## config.mk

```make
export PLATFORM = sky130hd
export DESIGN_NAME = pipeline_stall_sequencer
export DESIGN_NICKNAME = d
export VERILOG_FILES = /design/src/rtl/pipeline_stall_sequencer.sv
export SDC_FILE = /design/constraint.sdc
export NUM_CORES = 1
export LEC_CHECK = 0
export CORE_MARGIN = 3
export CORE_UTILIZATION = 34
export DETAILED_ROUTE_END_ITERATION = 12
export PLACE_DENSITY = 0.8
export SLEW_MARGIN = 40
export SYNTH_ARGS = -nofsm -noshare
export SYNTH_HDL_FRONTEND = slang
export SYNTH_SLANG_ARGS = --single-unit
```

## constraint.sdc

```tcl
create_clock -name clk -period 2.4 [get_ports clk]
set_clock_uncertainty 0.1 [all_clocks]
set_input_delay 0.48 -clock clk [delete_from_list [all_inputs] [get_ports clk]]
set_output_delay 0.48 -clock clk [all_outputs]
set_load 0.05 [all_outputs]
```

## src/rtl/pipeline_stall_sequencer.sv

```systemverilog
// pipeline_stall_sequencer
//
// Central stall/flush controller for the 5-stage pipeline. Merges the load-use
// hazard, a taken branch resolved in EX, instruction-fetch not ready and a
// multi-cycle data-memory access into one consistent set of per-stage
// write-enable and bubble controls. A multi-cycle memory access freezes the
// pipeline and is supervised by a timeout watchdog that parks the sequencer in
// a sticky ERROR state, which only rst leaves.
//
// Outputs are Mealy: a function of the current state and same-cycle inputs.
//
// Parameters:
//   MEM_TIMEOUT  consecutive stalled memory cycles before ERROR (1..65535)
//   CNT_W        width of the performance counters
//
// Ports:
//   clk, rst           clock, synchronous active-high reset
//   hd_load_use        load-use hazard for the instruction in ID
//   ex_branch_taken    branch/jump in EX resolved taken
//   dmem_req/dmem_ack  MEM stage access request / completion
//   imem_ready         fetched instruction valid
//   pc_write, if_id_write, if_id_flush, id_ex_write, id_ex_bubble,
//   ex_mem_write, mem_wb_bubble   per-stage pipeline register controls
//   mem_timeout        sticky memory-timeout error flag
//   seq_state          RUN=0, MEM_WAIT=1, ERROR=2
//   perf_stall_cycles  cycles with pc_write=0 (optional feature)
//   perf_flush_count   branch flushes (optional feature)
//
// Optional feature: define STALL_PERF_EN to build the saturating performance
// counters; otherwise both perf ports are tied to zero.

module pipeline_stall_sequencer #(
    parameter int unsigned MEM_TIMEOUT = 255,
    parameter int unsigned CNT_W       = 32
) (
    input  logic             clk,
    input  logic             rst,
    input  logic             hd_load_use,
    input  logic             ex_branch_taken,
    input  logic             dmem_req,
    input  logic             dmem_ack,
    input  logic             imem_ready,
    output logic             pc_write,
    output logic             if_id_write,
    output logic             if_id_flush,
    output logic             id_ex_write,
    output logic             id_ex_bubble,
    output logic             ex_mem_write,
    output logic             mem_wb_bubble,
    output logic             mem_timeout,
    output logic [1:0]       seq_state,
    output logic [CNT_W-1:0] perf_stall_cycles,
    output logic [CNT_W-1:0] perf_flush_count
);

    localparam int unsigned WAIT_W = $clog2(MEM_TIMEOUT + 1);
    localparam logic [WAIT_W-1:0] TIMEOUT_VAL = WAIT_W'(MEM_TIMEOUT);

    typedef enum logic [1:0] {
        StRun     = 2'd0,
        StMemWait = 2'd1,
        StError   = 2'd2
    } state_e;

    state_e              state_q, state_d;
    logic [WAIT_W-1:0]   wait_cnt_q, wait_cnt_d;
    logic [WAIT_W-1:0]   wait_cnt_inc;
    logic                memstall;

    assign memstall = dmem_req & ~dmem_ack;
    // wait_cnt_q is 0 in RUN, so the same increment yields 1 on the first
    // stalled cycle and counts stalled cycles inclusive of the current one.
    // It never exceeds TIMEOUT_VAL, so it cannot wrap.
    assign wait_cnt_inc = wait_cnt_q + 1'b1;

    always_comb begin
        // Free-running pipeline by default.
        pc_write      = 1'b1;
        if_id_write   = 1'b1;
        if_id_flush   = 1'b0;
        id_ex_write   = 1'b1;
        id_ex_bubble  = 1'b0;
        ex_mem_write  = 1'b1;
        mem_wb_bubble = 1'b0;
        mem_timeout   = 1'b0;
        seq_state     = state_q;
        state_d       = state_q;
        wait_cnt_d    = wait_cnt_q;

        unique case (state_q)
            StRun, StMemWait: begin
                if (memstall) begin
                    // Freeze everything; MEM/WB gets a bubble so WB does not
                    // retire the stalled access twice.
                    pc_write      = 1'b0;
                    if_id_write   = 1'b0;
                    id_ex_write   = 1'b0;
                    ex_mem_write  = 1'b0;
                    mem_wb_bubble = 1'b1;
                    if (wait_cnt_inc == TIMEOUT_VAL) begin
                        state_d = StError;
                    end else begin
                        state_d = StMemWait;
                    end
                    wait_cnt_d = wait_cnt_inc;
                end else begin
                    // Also covers ack and a dropped request in MEM_WAIT.
                    if (ex_branch_taken) begin
                        // ID holds a wrong-path instruction: other hazards moot.
                        if_id_flush  = 1'b1;
                        id_ex_bubble = 1'b1;
                    end else if (hd_load_use) begin
                        pc_write     = 1'b0;
                        if_id_write  = 1'b0;
                        id_ex_bubble = 1'b1;
                    end else if (!imem_ready) begin
                        pc_write    = 1'b0;
                        if_id_flush = 1'b1;
                    end
                    state_d    = StRun;
                    wait_cnt_d = '0;
                end
            end
            StError: begin
                pc_write      = 1'b0;
                if_id_write   = 1'b0;
                if_id_flush   = 1'b1;
                id_ex_write   = 1'b0;
                id_ex_bubble  = 1'b1;
                ex_mem_write  = 1'b0;
                mem_wb_bubble = 1'b1;
                mem_timeout   = 1'b1;
            end
            default: begin
                state_d    = StRun;
                wait_cnt_d = '0;
            end
        endcase

        if (rst) begin
            pc_write      = 1'b0;
            if_id_write   = 1'b0;
            if_id_flush   = 1'b1;
            id_ex_write   = 1'b0;
            id_ex_bubble  = 1'b1;
            ex_mem_write  = 1'b0;
            mem_wb_bubble = 1'b1;
            mem_timeout   = 1'b0;
            seq_state     = StRun;
        end
    end

    always_ff @(posedge clk) begin
        if (rst) begin
            state_q    <= StRun;
            wait_cnt_q <= '0;
        end else begin
            state_q    <= state_d;
            wait_cnt_q <= wait_cnt_d;
        end
    end

`ifdef STALL_PERF_EN
    logic             flush_event;
    logic [CNT_W-1:0] stall_cnt_q;
    logic [CNT_W-1:0] flush_cnt_q;

    assign flush_event = ((state_q == StRun) || (state_q == StMemWait)) &
                         ~memstall & ex_branch_taken;

    always_ff @(posedge clk) begin
        if (rst) begin
            stall_cnt_q <= '0;
            flush_cnt_q <= '0;
        end else begin
            if (!pc_write && (stall_cnt_q != '1)) begin
                stall_cnt_q <= stall_cnt_q + 1'b1;
            end
            if (flush_event && (flush_cnt_q != '1)) begin
                flush_cnt_q <= flush_cnt_q + 1'b1;
            end
        end
    end

    assign perf_stall_cycles = stall_cnt_q;
    assign perf_flush_count  = flush_cnt_q;
`else
    assign perf_stall_cycles = '0;
    assign perf_flush_count  = '0;
`endif

endmodule

```

==> results of run 1 <==
power breakdown:
group / internal [mW] / switching (mW) / leakage (nW)
Sequential: 0.167 / 0.00194 / 0.0808
Clock: 0.0579 / 0.0559 / 0.0138
Combinational: 0.0475 / 0.274 / 0.491
Total: 0.273 / 0.332 / 0.586
kinds of logic after synthesis:
group	after synthesis	share of synthesized area, %
AND/OR/NAND/NOR	39	20.9
adder cells (fa/ha/maj)	2	2.27
AO/OA/AOI/OAI	16	9.31
XOR/XNOR	2	1.59
buffers and inverters	72	47.4
flip-flops	10	18.2
other	1	0.340
metal layers:
metal	vias to the layer above	track usage, %
met3	5	3.06
met1	354	9.40
met4	0	4.96
met2	46	14.9
met5	-	0
li1	388	-
flip-flops by register name, summed over array words and instances, names as in the netlist:
register    count
wait_cnt_q      8
state_q         2
cell type report:
cell class,instances,share of cell area (%)
Multi-Input combinational cell,123,52.7
Sequential cell,10,16.3
Timing Repair Buffer,24,22.8
Clock buffer,3,1.84
Inverter,5,1.84
Tap cell,44,4.49
cell usage after synthesis:
master and number:
dfxtp_1 10, o22a_1 1, nand3_1 5, nor4b_1 2
xnor2_1 2, buf_6 1, or3b_2 1, buf_4 65
a22oi_1 1, nor3b_2 1, or4b_4 1, nand2_1 8
a21oi_1 5, o21ai_0 3, nor2_1 8, and2b_2 2
o211ai_1 3, inv_1 5, nand2b_1 2, or3_2 2
nand4_1 1, a31o_2 1, and3_1 1, ha_1 2
or4_1 3, o31ai_1 2, conb_1 1, nor2b_1 2
buf_2 1
worst min-delay path: cells and delay by family (launching register included):
kind,cells,cell delay (ns)
DFF,1,0.34
and+or+nand+nor,1,0.06
AOI/OAI and AO/OA,1,0.06
worst paths after layout:
kind | to | slack [ns] | cells after the start | startpoint
hold reg to reg | wait_cnt_q[1] | 0.41 | 2 | wait_cnt_q[1]
setup / recovery | if_id_write | 0.13 | 6 | rst
setup reg to reg | wait_cnt_q[7] | 0.54 | 4 | state_q[1]
hold / removal | wait_cnt_q[1] | 0.41 | 2 | wait_cnt_q[1]
timing repair:
item	in CTS	in global routing
setup endpoints to repair	5	2
cloned	0	0
hold buffers	0	0
resized for setup	4	1
pin swaps	1	0
==> impl_results.md, run 1 <==
- Max Slew Vio Count: 0
- # rows: 20
- Vias per std cell: 3.79
- Cell Count, Final, Fillers Out: 209
- Total core area: approximately 0.003 mm^2
- DRT iter0 DRCs: 25
- WL final: 1.86 mm
- Crit. End Element: output port
- Yosys top cell area share: 44.3%
- Worst setup margin: 0.131 ns
- CTS tree: built
- DR top layer: met4
- Cell family with most CP delay: buffers and inverters
- Avg WL per Cell: about 8.9 um
- Seq cells post-synth: 10
- FMAX: 441 MHz
- CTS Buffer Depth: 2
- CTS root buffer: clkbuf_4
- Ranking of synthesized cells by area: buf_4, dfxtp_1, nand2_1
- Worst Path Buf+Inv: 4
- DRC Markers: 0
- Hold/Removal Path Class: flip-flop to flip-flop
- Share of layout cells above drive strength 1: 20.0%
- Vias: 793
- WL met3: 205 um
- CP cell instances: clkdlybuf4s50_1 -> inv_1 -> and3_4 -> clkinvlp_4 -> a21oi_4 -> buf_6
- P&R area growth vs syn: 11.1%
- Clk slew on worst S/H paths: 0.06 ns
- Post-layout nets: 176
- Global-route usage over all layers: approximately 8.8%
- Die Width: 62.9 um
- Fin area: roughly 0.0012 mm^2
- DRT antenna net count: 0
- Required @ worst endpoint: 1.82 ns
- Final core occ: 39.8%
- CP Max Fanout: 4
- Run status: completed
- Placed cell count: roughly 210
- Placed cell area: 0.00119 mm^2
- Worst path slowest cell: clkdlybuf4s50_1
- Synth warn: 0
- Initial core utilization: 35.8%
- Met1 Wirelength: 692 um
- Cells after synthesis: between 100 and 150
- Final setup vio count: 0
- Initial antenna violation count: 0
- Sequential area share after synthesis: 18.2%
- Commonest cells after routing, fill and taps aside: conb_1, buf_4, dfxtp_1, nor2_1, nand2_1
- Die height: 62.9 um
- CTS Buf Count: 3
- Final period utilization: between 90% and 100%
- First-pass GRT wire length: 2.77 mm
- HPWL after detailed placement: 1.51 mm
- # IOs: 81
- Setup CP Type: input pin to output port
- Crit start category: input pin
- Htree depth: 1
- RSZ-0062 raised after global routing: false
- Post-synthesis cell area: 0.00110 mm^2
- Netlist cell types: 29
- Clk_lat worst skew: between 0.2 and 0.3 ns
- Max cap viols: 0
- Register area: 200 um^2
- Pleak: about 0.59 nW
- Largest stage delay, worst path: 0.47 ns
- Fin crit period: 2.27 ns
- DRT Pass-1 Iters: 4
- Worst VDD drop: 153 uV
- Hold WS: ~0.41 ns
- Total power: slightly above 0.6 mW
- Vias in the first global route: 626
- Clock sink count: 10
- Pre-CTS setup slack: -0.205 ns
- Area of the multi-input gates: 646 um^2
- Routability Congestion: between 0.6 and 0.7
- Setup TNS: 0 ns
- Fillers: between 300 and 400
- Power per cell area: ~500 mW/mm^2
- Grt ovf: 0
- Mapped Avg Cell Area: 7.76 um^2
- Setup Buffers After CTS: 0
- Largest net degree at the start of global routing: 12
- Largest area contributor in the netlist: buf_4
- Hold Violations, Final: 0
- Port Buf Inserts: 16
- Commonest non-fill, non-tap cell in the layout: conb_1
- Met2 WL: 925 um
- Die area: 0.00396 mm^2
- Antenna cell count: 0
- WP data arrival: 1.69 ns
(Power assumes the default switching activity.)
==> run 2, diff against run 1 <==
--- a/config.mk
+++ b/config.mk
@@ -6,9 +6,11 @@
 export NUM_CORES = 1
 export LEC_CHECK = 0
 export CORE_MARGIN = 3
-export CORE_UTILIZATION = 34
+export CORE_UTILIZATION = 35
+export CTS_BUF_LIST = sky130_fd_sc_hd__clkbuf_2
 export DETAILED_ROUTE_END_ITERATION = 12
-export PLACE_DENSITY = 0.8
+export GPL_TIMING_DRIVEN = 0
+export PLACE_DENSITY = 0.82
 export SLEW_MARGIN = 40
 export SYNTH_ARGS = -nofsm -noshare
 export SYNTH_HDL_FRONTEND = slang
==> run 2 against run 1 <==
- sequential power about the same
- maximum frequency decreased by 1.0%
- worst hold slack got worse by 0.093 ns
- clock power decreased by 15%
- critical endpoint is now id_ex_bubble
==> impl_results.md, run 2 (same netlist as run 1, synthesis figures left out) <==
- Power per cell area: 410 mW/mm^2
- Die area: ~0.0039 mm^2
- Fin crit period: ~2.3 ns
- Grt ovf: 0
- Switching share of total power: between 50% and 60%
- Reg with most FFs: wait_cnt_q
- Worst VDD drop: 156 uV
- Worst slew pin tran: 0.581 ns
- Crit. End Element: output port
- Max reg flops: 8
- WL final: 2.11 mm
- # IOs: 81
- Clock sink count: 10
- P&R area growth vs syn: 45.2%
- First-pass GRT wire length: between 3 and 4 mm
- Share of layout cells above drive strength 1: between 40% and 50%
- Commonest non-fill, non-tap cell in the layout: buf_4
- Die height: between 60 and 70 um
- FMAX: 436 MHz
- Required @ worst endpoint: between 1.5 and 2 ns
- Regs by FF count: wait_cnt_q: 8 flops, state_q: 2 flops
- # hold bufs at CTS: 0
- Crit start category: input pin
- Final period utilization: 95.5%
- RSZ-0062 raised after global routing: false
- Setup CP Type: input pin to output port
- Run status: completed
- Global-route usage over all layers: 10.2%
- DRC Markers: 0
- Sequential Power Share: approximately a quarter
- Slew margin rel.: 61.2%
- Clk slew on worst S/H paths: 0.11 ns
- CTS Buffer Depth: 2
- Max cap viols: 0
- DRT iter0 DRCs: 21
- Pleak: 0.892 nW
- HPWL after detailed placement: 1.71 mm
- Setup TNS: 0 ns
- Port Buf Inserts: 15
- Hold/Removal Path Class: input pin to flip-flop
- CP Max Fanout: 4
- P_sw: 0.348 mW
- Hold Violations, Final: 0
- Clk network pwr share: 14.8%
- DRT antenna net count: 0
- Routability Congestion: 0.733
- Clk_lat worst skew: 0.26 ns
- CTS Buf Count: 3
- Initial core utilization: 38.3%
- Post-layout nets: 234
- Antenna cell count: 0
- Commonest cells after routing, fill and taps aside: buf_4, conb_1, dfxtp_1, nor2_1, nand2_1
- Die Width: 62.1 um
- CTS root buffer: clkbuf_2
- CTS tree: built
- DRT Pass-1 Iters: 4
- Avg WL per Cell: 7.94 um
- Final setup vio count: 0
- Total core area: 0.00288 mm^2
- Final core occ: 55.6%
- Max Slew Vio Count: 0
- Combinational group share of total power: 59.3%
- Cell Count, Final, Fillers Out: 266
- Htree depth: 1
- # rows: 19
- Vias: slightly above 900
- Int Pwr: a little over 0.3 mW
- CTS resizes: 46
- Largest net degree at the start of global routing: 11
- Initial antenna violation count: 0
- WP data arrival: roughly 1.7 ns
- Vias in the first global route: slightly below 800
- Setup Buffers After CTS: 0
- Placed cell count: 262
- Vias per std cell: 3.50
==> run 2: critical path, cell delays in order <==
cell             delay (ns)
clkdlybuf4s50_1        0.56
nor2_1                 0.06
o31ai_1                0.20
clkdlybuf4s15_2        0.41
==> run 2: power by group through the flow <==
stage	logic, mW	registers, mW	clock network, mW
floorplan	0.355	0.173	0
global placement	0.385	0.173	0
detailed placement	0.386	0.173	0
CTS	0.385	0.169	0.0992
global route	0.406	0.170	0.107
finish	0.389	0.170	0.0971
==> run 2: area by class of cell <==
| type | instances | area (um^2) |
|---|---|---|
| fill | 262 | 1280 |
| tap | 42 | 52.6 |
| multi-input combinational | 123 | 658 |
| timing repair buffer | 15 | 144 |
| sequential | 10 | 200 |
| clock buffer | 3 | 15.0 |
| clock inverter | 1 | 3.75 |
| inverter | 5 | 22.5 |
| buffer | 67 | 504 |
==> run 2: worst paths after layout <==
path            startpoint             to  slack, ns  cells past startpoint
max            hd_load_use   id_ex_bubble       0.11                      4
min                    rst  wait_cnt_q[2]       0.31                      2
max reg2reg     state_q[1]  wait_cnt_q[7]       0.71                      3
min reg2reg  wait_cnt_q[1]  wait_cnt_q[1]       0.41                      2
==> run 2: metrics by stage <==
| stage | power, mW | instance area (um^2) | hold slack [ns] | worst slack [ns] |
|---|---|---|---|---|
| floorplan | 0.528 | 1370 | 0.372 | -0.00752 |
| global placement | 0.558 | 1570 | 0.388 | -0.767 |
| detailed placement | 0.559 | 1580 | 0.402 | -0.773 |
| CTS | 0.654 | 1600 | 0.301 | 0.0174 |
| global route | 0.683 | 1600 | 0.323 | 0.0249 |
| finish | 0.656 | 1600 | 0.315 | 0.108 |
==> run 2: layer usage <==
layer	vias to the layer above	global-route usage [%]	wire [um]
li1	505	-	-
met1	379	10.7	800
met2	41	19.0	1100
met3	5	1.98	153
met4	0	5.80	52
met5	-	0	0
